### src/rtl/sprite_palette_bank_pkg.sv
// Shared types and constants for the sprite palette bank: colour struct,
// default 16-colour table, commit FSM state enum and channel helpers.
package palette_pkg;

    localparam int PKG_COLOR_W     = 4;
    localparam int DEFAULT_ENTRIES = 16;

    typedef struct packed {
        logic [PKG_COLOR_W-1:0] r;
        logic [PKG_COLOR_W-1:0] g;
        logic [PKG_COLOR_W-1:0] b;
    } rgb_t;

    typedef enum logic [1:0] {
        ST_IDLE    = 2'd0,
        ST_PENDING = 2'd1,
        ST_SYNC    = 2'd2
    } pal_state_e;

    // Classic 16-colour table, packed {r,g,b}; entry 0 is black.
    localparam logic [3*PKG_COLOR_W-1:0] DEFAULT_PAL [DEFAULT_ENTRIES] = '{
        12'h000, 12'h00A, 12'h0A0, 12'h0AA,
        12'hA00, 12'hA0A, 12'hA50, 12'hAAA,
        12'h555, 12'h55F, 12'h5F5, 12'h5FF,
        12'hF55, 12'hF5F, 12'hFF5, 12'hFFF
    };

    // Default colour for a (truncated) colour index; wraps every 16 entries.
    function automatic rgb_t default_rgb(input int idx);
        return rgb_t'(DEFAULT_PAL[idx % DEFAULT_ENTRIES]);
    endfunction

    // Rescale a 4-bit table channel to a channel of width w (identity for w=4).
    function automatic int scale_ch(input int ch4, input int w);
        return (ch4 * ((1 << w) - 1)) / 15;
    endfunction

endpackage

### src/rtl/sprite_palette_bank_if.sv
// Lookup / write / commit bus of the sprite palette bank.
// master: address generators and CPU side; slave: the palette bank.
interface sprite_palette_bank_if #(
    parameter int IDX_W   = 4,
    parameter int NUM_PAL = 4,
    parameter int COLOR_W = 4
);
    localparam int PAL_W = (NUM_PAL > 1) ? $clog2(NUM_PAL) : 1;

    logic                 frame_start;
    logic                 rd_valid;
    logic [PAL_W-1:0]     rd_pal;
    logic [IDX_W-1:0]     rd_idx;
    logic                 out_valid;
    logic [COLOR_W-1:0]   red;
    logic [COLOR_W-1:0]   green;
    logic [COLOR_W-1:0]   blue;
    logic                 transparent;
    logic                 wr_en;
    logic [PAL_W-1:0]     wr_pal;
    logic [IDX_W-1:0]     wr_idx;
    logic [3*COLOR_W-1:0] wr_rgb;
    logic                 wr_ready;
    logic                 commit_req;
    logic                 commit_busy;

    modport master (
        output frame_start, rd_valid, rd_pal, rd_idx,
               wr_en, wr_pal, wr_idx, wr_rgb, commit_req,
        input  out_valid, red, green, blue, transparent, wr_ready, commit_busy
    );

    modport slave (
        input  frame_start, rd_valid, rd_pal, rd_idx,
               wr_en, wr_pal, wr_idx, wr_rgb, commit_req,
        output out_valid, red, green, blue, transparent, wr_ready, commit_busy
    );
endinterface

### src/rtl/sprite_palette_bank_ram.sv
// One palette bank: per-entry registers with one write port and two
// combinational read ports (lookup and copy). Reset reloads every entry
// with its default colour, so the storage is register based.
module palette_bank_ram
    import palette_pkg::*;
#(
    parameter int IDX_W   = 4,
    parameter int ADDR_W  = 6,
    parameter int COLOR_W = 4
) (
    input  logic                 clk,
    input  logic                 rst,
    input  logic                 we,
    input  logic [ADDR_W-1:0]    waddr,
    input  logic [3*COLOR_W-1:0] wdata,
    input  logic [ADDR_W-1:0]    lk_addr,
    output logic [3*COLOR_W-1:0] lk_data,
    input  logic [ADDR_W-1:0]    cp_addr,
    output logic [3*COLOR_W-1:0] cp_data
);
    localparam int DEPTH = 1 << ADDR_W;
    localparam int RGB_W = 3 * COLOR_W;

    logic [RGB_W-1:0] mem_rd [DEPTH];

    genvar gi;
    generate
        for (gi = 0; gi < DEPTH; gi++) begin : g_entry
            localparam rgb_t DEF_RGB = default_rgb(gi % (1 << IDX_W));
            localparam logic [RGB_W-1:0] DEF_WORD = {
                COLOR_W'(scale_ch(int'(DEF_RGB.r), COLOR_W)),
                COLOR_W'(scale_ch(int'(DEF_RGB.g), COLOR_W)),
                COLOR_W'(scale_ch(int'(DEF_RGB.b), COLOR_W))
            };

            logic [RGB_W-1:0] entry_q;
            logic [RGB_W-1:0] entry_d;

            // Next value of this entry: write data when addressed, else hold.
            always_comb begin
                entry_d = entry_q;
                if (we && (waddr == ADDR_W'(gi))) begin
                    entry_d = wdata;
                end
            end

            // Entry register, reloaded with its default colour on reset.
            always_ff @(posedge clk or posedge rst) begin
                if (rst) begin
                    entry_q <= DEF_WORD;
                end else begin
                    entry_q <= entry_d;
                end
            end

            assign mem_rd[gi] = entry_q;
        end
    endgenerate

    assign lk_data = mem_rd[lk_addr];
    assign cp_data = mem_rd[cp_addr];

endmodule

### src/rtl/sprite_palette_bank.sv
// Double-buffered, run-time writable palette lookup for sprite/background
// pixels. Writes land in the shadow bank; a commit swaps banks at the next
// frame_start and then copies the new active bank into the new shadow bank.
// Optional feature macro: PALETTE_TRANSPARENCY_EN (index 0 is transparent).
module sprite_palette_bank
    import palette_pkg::*;
#(
    parameter int IDX_W   = 4,
    parameter int NUM_PAL = 4,
    parameter int COLOR_W = 4
) (
    input  logic Clk,
    input  logic Reset,
    sprite_palette_bank_if.slave bus
);
    localparam int PAL_W   = (NUM_PAL > 1) ? $clog2(NUM_PAL) : 1;
    localparam int ADDR_W  = PAL_W + IDX_W;
    localparam int ENTRIES = NUM_PAL * (1 << IDX_W);
    localparam int CNT_W   = (ENTRIES > 1) ? $clog2(ENTRIES) : 1;
    localparam int RGB_W   = 3 * COLOR_W;
    localparam logic SEL_A = 1'b0;

    pal_state_e       state_q, state_d;
    logic             act_sel_q, act_sel_d;     // SEL_A: bank A active
    logic [CNT_W-1:0] cnt_q, cnt_d;
    logic             out_valid_q, out_valid_d;
    logic [RGB_W-1:0] rgb_q, rgb_d;
    logic             transp_q, transp_d;

    logic             wr_ready;
    logic             copy_active;
    logic             sh_we;
    logic [ADDR_W-1:0] sh_addr;
    logic [RGB_W-1:0] sh_wdata;
    logic [ADDR_W-1:0] lk_addr;
    logic [ADDR_W-1:0] cp_addr;
    logic [RGB_W-1:0] lk_a, lk_b, cp_a, cp_b;
    logic [RGB_W-1:0] act_lk, act_cp;
    logic             we_a, we_b;

    // Commit FSM: arm on commit_req, swap on frame_start, then copy one entry per cycle.
    always_comb begin
        state_d   = state_q;
        act_sel_d = act_sel_q;
        cnt_d     = cnt_q;
        wr_ready  = 1'b0;
        case (state_q)
            ST_IDLE: begin
                wr_ready = 1'b1;
                if (bus.commit_req) begin
                    state_d = ST_PENDING;
                end
            end
            ST_PENDING: begin
                wr_ready = !bus.frame_start;
                if (bus.frame_start) begin
                    state_d   = ST_SYNC;
                    act_sel_d = !act_sel_q;
                    cnt_d     = '0;
                end
            end
            ST_SYNC: begin
                if (cnt_q == CNT_W'(ENTRIES - 1)) begin
                    state_d = ST_IDLE;
                    cnt_d   = '0;
                end else begin
                    cnt_d = cnt_q + 1'b1;
                end
            end
            default: begin
                state_d = ST_IDLE;
                cnt_d   = '0;
            end
        endcase
    end

    // FSM state, active-bank select and copy counter.
    always_ff @(posedge Clk or posedge Reset) begin
        if (Reset) begin
            state_q   <= ST_IDLE;
            act_sel_q <= SEL_A;
            cnt_q     <= '0;
        end else begin
            state_q   <= state_d;
            act_sel_q <= act_sel_d;
            cnt_q     <= cnt_d;
        end
    end

    // The shadow bank takes either CPU writes or, during SYNC, the copy stream.
    assign copy_active = (state_q == ST_SYNC);
    assign cp_addr     = ADDR_W'(cnt_q);
    assign lk_addr     = {bus.rd_pal, bus.rd_idx};
    assign act_lk      = (act_sel_q == SEL_A) ? lk_a : lk_b;
    assign act_cp      = (act_sel_q == SEL_A) ? cp_a : cp_b;
    assign sh_we       = (bus.wr_en && wr_ready) || copy_active;
    assign sh_addr     = copy_active ? cp_addr : {bus.wr_pal, bus.wr_idx};
    assign sh_wdata    = copy_active ? act_cp : bus.wr_rgb;
    assign we_a        = sh_we && (act_sel_q != SEL_A);
    assign we_b        = sh_we && (act_sel_q == SEL_A);

    palette_bank_ram #(.IDX_W(IDX_W), .ADDR_W(ADDR_W), .COLOR_W(COLOR_W)) u_bank_a (
        .clk     (Clk),
        .rst     (Reset),
        .we      (we_a),
        .waddr   (sh_addr),
        .wdata   (sh_wdata),
        .lk_addr (lk_addr),
        .lk_data (lk_a),
        .cp_addr (cp_addr),
        .cp_data (cp_a)
    );

    palette_bank_ram #(.IDX_W(IDX_W), .ADDR_W(ADDR_W), .COLOR_W(COLOR_W)) u_bank_b (
        .clk     (Clk),
        .rst     (Reset),
        .we      (we_b),
        .waddr   (sh_addr),
        .wdata   (sh_wdata),
        .lk_addr (lk_addr),
        .lk_data (lk_b),
        .cp_addr (cp_addr),
        .cp_data (cp_b)
    );

    // Lookup result: capture on a request, hold the colour otherwise.
    always_comb begin
        out_valid_d = bus.rd_valid;
        rgb_d       = rgb_q;
        transp_d    = transp_q;
        if (bus.rd_valid) begin
`ifdef PALETTE_TRANSPARENCY_EN
            if (bus.rd_idx == '0) begin
                rgb_d    = '0;
                transp_d = 1'b1;
            end else begin
                rgb_d    = act_lk;
                transp_d = 1'b0;
            end
`else
            rgb_d    = act_lk;
            transp_d = 1'b0;
`endif
        end
    end

    // Registered lookup outputs (1-cycle latency).
    always_ff @(posedge Clk or posedge Reset) begin
        if (Reset) begin
            out_valid_q <= 1'b0;
            rgb_q       <= '0;
            transp_q    <= 1'b0;
        end else begin
            out_valid_q <= out_valid_d;
            rgb_q       <= rgb_d;
            transp_q    <= transp_d;
        end
    end

    assign bus.out_valid   = out_valid_q;
    assign bus.red         = rgb_q[RGB_W-1 -: COLOR_W];
    assign bus.green       = rgb_q[2*COLOR_W-1 -: COLOR_W];
    assign bus.blue        = rgb_q[COLOR_W-1:0];
    assign bus.transparent = transp_q;
    assign bus.wr_ready    = wr_ready;
    assign bus.commit_busy = (state_q != ST_IDLE);

endmodule

### src/flat_wrapper.sv
// flat-port wrapper written by rule: the top's interface ports become plain ports
module sprite_palette_bank_flat import palette_pkg::*;
#(
    parameter int IDX_W   = 4,
    parameter int NUM_PAL = 4,
    parameter int COLOR_W = 4
)
  (Clk, Reset, bus_frame_start, bus_rd_valid, bus_rd_pal, bus_rd_idx, bus_wr_en, bus_wr_pal, bus_wr_idx, bus_wr_rgb, bus_commit_req, bus_out_valid, bus_red, bus_green, bus_blue, bus_transparent, bus_wr_ready, bus_commit_busy);
  sprite_palette_bank_if #(.IDX_W(IDX_W), .NUM_PAL(NUM_PAL), .COLOR_W(COLOR_W)) bus_i ();
  input  logic Clk;
  input  logic Reset;
  input wire logic [$bits(bus_i.frame_start)-1:0] bus_frame_start;
  input wire logic [$bits(bus_i.rd_valid)-1:0] bus_rd_valid;
  input wire logic [$bits(bus_i.rd_pal)-1:0] bus_rd_pal;
  input wire logic [$bits(bus_i.rd_idx)-1:0] bus_rd_idx;
  input wire logic [$bits(bus_i.wr_en)-1:0] bus_wr_en;
  input wire logic [$bits(bus_i.wr_pal)-1:0] bus_wr_pal;
  input wire logic [$bits(bus_i.wr_idx)-1:0] bus_wr_idx;
  input wire logic [$bits(bus_i.wr_rgb)-1:0] bus_wr_rgb;
  input wire logic [$bits(bus_i.commit_req)-1:0] bus_commit_req;
  output wire logic [$bits(bus_i.out_valid)-1:0] bus_out_valid;
  output wire logic [$bits(bus_i.red)-1:0] bus_red;
  output wire logic [$bits(bus_i.green)-1:0] bus_green;
  output wire logic [$bits(bus_i.blue)-1:0] bus_blue;
  output wire logic [$bits(bus_i.transparent)-1:0] bus_transparent;
  output wire logic [$bits(bus_i.wr_ready)-1:0] bus_wr_ready;
  output wire logic [$bits(bus_i.commit_busy)-1:0] bus_commit_busy;
  assign bus_i.frame_start = bus_frame_start;
  assign bus_i.rd_valid = bus_rd_valid;
  assign bus_i.rd_pal = bus_rd_pal;
  assign bus_i.rd_idx = bus_rd_idx;
  assign bus_i.wr_en = bus_wr_en;
  assign bus_i.wr_pal = bus_wr_pal;
  assign bus_i.wr_idx = bus_wr_idx;
  assign bus_i.wr_rgb = bus_wr_rgb;
  assign bus_i.commit_req = bus_commit_req;
  assign bus_out_valid = bus_i.out_valid;
  assign bus_red = bus_i.red;
  assign bus_green = bus_i.green;
  assign bus_blue = bus_i.blue;
  assign bus_transparent = bus_i.transparent;
  assign bus_wr_ready = bus_i.wr_ready;
  assign bus_commit_busy = bus_i.commit_busy;
  sprite_palette_bank #(.IDX_W(IDX_W), .NUM_PAL(NUM_PAL), .COLOR_W(COLOR_W)) u_core (.Clk(Clk), .Reset(Reset), .bus(bus_i));
endmodule
### config.mk
export PLATFORM = sky130hd
export DESIGN_NAME = sprite_palette_bank_flat
export DESIGN_NICKNAME = d
export VERILOG_FILES = /design/src/rtl/sprite_palette_bank_pkg.sv /design/src/rtl/sprite_palette_bank_if.sv /design/src/rtl/sprite_palette_bank_ram.sv /design/src/rtl/sprite_palette_bank.sv /design/src/flat_wrapper.sv
export SDC_FILE = /design/constraint.sdc
export NUM_CORES = 2
export LEC_CHECK = 0
export CORE_ASPECT_RATIO = 0.9
export CORE_MARGIN = 3
export CORE_UTILIZATION = 65
export DETAILED_ROUTE_END_ITERATION = 6
export PLACE_DENSITY = 0.9
export SETUP_SLACK_MARGIN = 0.15
export SLEW_MARGIN = 25
export SYNTH_ARGS = -nofsm -noshare
export SYNTH_HDL_FRONTEND = slang
export SYNTH_HIERARCHICAL = 1
export SYNTH_SLANG_ARGS = --single-unit
### constraint.sdc
create_clock -name Clk -period 73.4 [get_ports Clk]
set_clock_uncertainty 0.15 [all_clocks]
set_input_delay 14.68 -clock Clk [delete_from_list [all_inputs] [get_ports Clk]]
set_output_delay 14.68 -clock Clk [all_outputs]
set_load 0.02 [all_outputs]
== Word-level counts from Yosys, hierarchy flattened ==
Index checks and enable logic that the tools add are counted.

* Output and inout port bits: 16
* Register bits: 1558
* Word-level logic and storage cells: 373

* Reductions and logical operators: 140
* Equal/unequal tests: 69
* Order comparisons: 2
* Multiplexer cells: 24
* $add $sub $neg: 1
* Bitwise logic cells: 4

{| class="wikitable"
|+ Operator list
! cell !! number
|-
| $bmux W12 S6 || 4
|-
| $eq A6 B6 Y1 const B || 33
|-
| $mux W12 || 11
|-
| $logic_and A1 B1 Y1 || 131
|-
| $eq A6 B5 Y1 const B || 16
|-
| $eq A6 B4 Y1 const B || 8
|-
| $eq A6 B3 Y1 const B || 4
|-
| $mux W6 || 3
|-
| $pmux W6 S3 || 1
|-
| $ge A7 B7 Y1 const B || 2
|-
| $not A6 Y7 || 2
|-
| $eq A6 B2 Y1 const B || 2
|-
| $add A6 B1 Y6 const B || 1
|-
| $eq A6 B1 Y1 const B || 1
|-
| $logic_not A6 Y1 || 1
|-
| $mux W2 || 3
|-
| $ne A2 B2 Y1 const B || 3
|-
| $pmux W2 S3 || 1
|-
| $reduce_and A2 Y1 || 2
|-
| $reduce_and A3 Y1 || 1
|-
| $eq A2 B1 Y1 const B || 1
|-
| $eq A2 B2 Y1 const B || 1
|-
| $logic_not A1 Y1 || 2
|-
| $logic_not A2 Y1 || 1
|-
| 4 further kinds || 5
|}

== Longest topological paths before layout ==
* Depth after elaboration: 6
* Depth in mapped cells: 14
* Gate-level depth less buffers: 8

== Hierarchy ==
The synthesis kept the hierarchy.

{| class="wikitable"
|+ By module, submodules not included
! module !! area each (sq um) !! seq. area each (sq um) !! cells an instance !! times used
|-
| palette_bank_ram || 41529.8 || 19698.9 || 2694 || 2
|-
| sprite_palette_bank || 1366.3 || 550.5 || 164 || 1
|}

== Worst setup path after synthesis ==
No wires, ideal clock.

* Path kind: input to output
* Start point: input port bus_frame_start
* End point: output port bus_wr_ready
* Data required time: 58.570 ns
* Arrival: 15.236 ns
* Setup slack: 43.334 ns
* Stages: 1
* Path through: a21oi_1

* Longest elaborated chain between the ends: 2

{| class="wikitable"
|+ RTL lines
! item !! line !! text
|-
| from (decl) || flat_wrapper.sv:12 || <nowiki>input wire logic [$bits(bus_i.frame_start)-1:0] bus_frame_start;</nowiki>
|-
| $logic_not A1 Y1 || sprite_palette_bank.sv:55 || <nowiki>wr_ready = !bus.frame_start;</nowiki>
|-
| $pmux W1 S2 || sprite_palette_bank.sv:47 || <nowiki>case (state_q)</nowiki>
|-
| to (decl) || flat_wrapper.sv:26 || <nowiki>output wire logic [$bits(bus_i.wr_ready)-1:0] bus_wr_ready;</nowiki>
|}

Every way passes these cells.

== Final worst setup path ==
Same ends and word-level chain as after synthesis.

==> summary.md <==
| Metric | Value |
|---|---|
| Synth Net Count | 5583 |
| Switch share | 0.315 |
| Worst slew pin tran | 1.16 ns |
| Yosys warns | 6 |
| NumNets Final | 5312 |
| WS Path Type | in2out |
| Die Width | between 300 and 400 um |
| FMAX | ~32 MHz |
| Hold_buf cts | 0 |
| Die Y-Extent | 348 um |
| Cell count after synthesis | ~5600 |
| Number of enable flip-flop cells after synthesis | 0 |
| CP arrival | 16.33 ns |
| Hold WC Path Type | reg2reg |
| Overall power | 3.34 mW |
| Core Box Area | 0.128 mm^2 |
| Setup WS pre-CTS | 42.27 ns |
| Worst setup SP type | primary input |
| Synth async-reset ratio | 1.00 |
| Global placement routability congestion | 0.976 |
| Largest net degree at the start of global routing | 182 |
| Vias | 55500 |
| GRT overflow | 0 |
| Total Neg Setup Slack | 0 ns |
| Register area share after synthesis | 0.473 |
| Required @ worst endpoint | 58.57 ns |
| Dominant cell type by area after synthesis | dfstp_2 |
| Setup violations, final | 0 |
| DRC Markers | 0 |
| ANT nets after route | 0 |
| Routed wire length | ~250 mm |
| Max transition margin | 0.228 |
| Tcrit/Tclk final | 0.424 |
| Path depth of the worst reg2reg path | 12 |
| Port Buffers | 44 |
| Final hold vios | 0 |
| Layout Area Growth over Synthesis | 7.76% |
| Wire per inst | 34.5 um |
| Die footprint | between 0.1 and 0.15 mm^2 |
| Power Density | 36.7 mW/mm^2 |
| Clk_lat worst skew | 0.81 ns |
| Unrepaired setup endpoints after global routing | false |
| Synth area leaders | dfstp_2, dfrtp_1, mux4_2, mux2_2, clkbuf_1 |
| Maximum fanout along the worst path | 7 |
| Final hold slack | 0.364 ns |
| Clock buffer count from CTS | between 150 and 200 |
| # rows | 124 |
| Max Root-Sink Buffers | 3 |
| Post-CTS Resized | 0 |
| H-tree Lvls | 4 |
| Avg Vias per Cell | 7.79 |
| Syn Area/Cell | roughly 15 um^2 |
| PnR worst setup slack | around 42 ns |
| Clk slew on worst S/H paths | 0.06 ns |
| Synth Register Bits | 1558 |
| Outcome | completed |
| DPL Wire Length | 149 mm |
| Max-capacitance violation count | 0 |
| 1st-pass router iterations | 7 |
| WHS Path Cells | 1 |
| Post-synthesis cell area | 0.0844 mm^2 |
| Clock share of power | 0.251 |
| Area fraction of the dominant cell type after synthesis | 0.239 |
| Leakage | 37.8 nW |
| Internal Power | 2.29 mW |
| Global-route wire length before repair | 366 mm |
| Count of pins over their slew limit | 0 |
| GRT Total Usage | 0.367 |
| Seq pwr share | 0.444 |
| CP Capture Type | output pin |
| Post-CTS Setup Repair Bufs | 0 |
| Psw | 1.05 mW |
| Worst VDD drop | roughly 0.000030 V |
| Sink Count | about 1600 |
| Initial antenna violation count | 9 |
| Layout cells sized above 1 | 0.643 |
| Tmin final | just over 30 ns |
| Synth unique cells | 52 |
| Combinational Power Share | 0.305 |
| Num ports | 46 |
| CTS tree | yes |
| Main flop type after synthesis | dfrtp_1 |
| Fillers | 7445 |
| Initial Util | 0.660 |
| Vias in the first global route | 57300 |
| Root Buffer | clkbuf_16 |
| Number of DRC markers in iteration 0 | 7902 |
[critical path, stage by stage]
cell and delay (ns):
clkdlybuf4s50_1 0.45, a21oi_1 0.49, clkdlybuf4s50_1 0.71
[cells by family after synthesis]
logic type / share of synthesized area
xor+xnor: 0.000208
buf+inv: 0.0327
compound gates: 0.0343
fa+ha+maj: 0.000148
simple gates: 0.0258
mux: 0.434
other cells: 0.0000444
flops: 0.473
[state kept, by name (all words and copies together), names as in the netlist]
signal,cells
u_core/cnt_q,6
u_core/bus.out_valid,1
u_core/u_bank_a/g_entry.entry_q,768
u_core/act_sel_q,1
u_core/u_bank_b/g_entry.entry_q,768
u_core/rgb_q,12
u_core/state_q,2
[stage by stage]
stage	util	cell area, um^2	std cells
CTS	0.709	90700	7110
global route	0.711	91000	7116
floorplan	-	84400	5552
global placement	0.667	85300	6816
detailed placement	0.667	85400	6817
finish	0.711	91000	7123
[metal layers]
| metal | global-route usage | routed length, um | part of all wire | vias up |
|---|---|---|---|---|
| li1 | - | - | - | 21000 |
| met2 | 0.531 | 110000 | 0.45 | 4164 |
| met4 | 0.172 | 13500 | 0.055 | 8 |
| met1 | 0.492 | 87300 | 0.36 | 29300 |
| met5 | 0 | 65 | 0.00026 | - |
| met3 | 0.145 | 34200 | 0.14 | 1011 |
[final timing paths]
path / start / endpoint / slack, ns
max: bus_frame_start / bus_wr_ready / 42.24
min: u_core/u_bank_a/g_entry[61].entry_q[7] / u_core/u_bank_a/g_entry[61].entry_q[7] / 0.36
max reg2reg: u_core/cnt_q[1] / u_core/u_bank_b/g_entry[24].entry_q[1] / 66.15
min reg2reg: u_core/u_bank_a/g_entry[61].entry_q[7] / u_core/u_bank_a/g_entry[61].entry_q[7] / 0.36
max in group asynchronous: Reset / u_core/u_bank_b/g_entry[52].entry_q[6] / 54.96
min in group asynchronous: Reset / u_core/cnt_q[4] / 14.32
[cell type report]
cell class	instances	area, um^2	share of cell area
repair buffers	151	1500	0.0165
inverters	5	33.8	0.000371
clock inverters	36	458	0.00503
clock buffers	257	4920	0.0541
multi-input cells	3408	42000	0.461
diodes	7	17.5	0.000193
well taps	1701	2130	0.0234
flip-flops and latches	1558	40000	0.439
[power by group through the flow]
stage / logic, mW / registers [mW] / clock network [mW]
after global routing: 1.07 / 1.51 / 0.879
after floorplan: 0.775 / 1.39 / 0
after CTS: 0.993 / 1.47 / 0.843
after detailed placement: 0.980 / 1.47 / 0
after global placement: 0.937 / 1.43 / 0
final: 1.02 / 1.48 / 0.839
[Yosys cell counts, drive strengths merged, types with 4 or more instances]
master / n
a2111oi: 6
a211oi: 26
a21oi: 56
a22o: 7
a31oi: 9
a32o: 8
buf: 254
clkbuf: 327
dfrtp: 790
dfstp: 768
inv: 5
mux2: 1558
mux2i: 100
mux4: 802
nand2: 149
nand2b: 33
nand3: 9
nand3b: 10
nor2: 169
nor2b: 13
nor3: 58
nor4: 10
o211ai: 16
o21ai: 164
o21bai: 14
o221ai: 24
o22ai: 113
o32ai: 16
or2: 13
or3: 4
or3b: 4
[cells in the final DEF (no fill, tap or decap), drive strengths merged, types with 14 or more instances in the layout]
master	Yosys	layout
nand2	149	149
buf	254	112
a211oi	26	26
nor2	169	169
dfstp	768	768
o21ai	164	164
mux2i	100	100
o211ai	16	16
dfrtp	790	790
a21oi	56	56
clkbuf	327	258
mux4	802	802
mux2	1558	1558
clkdlybuf4s50	0	38
clkinv	0	18
nand2b	33	33
nor3	58	58
o32ai	16	16
o221ai	24	24
o21bai	14	14
o22ai	113	113
Power figures use the tool's default switching activity.
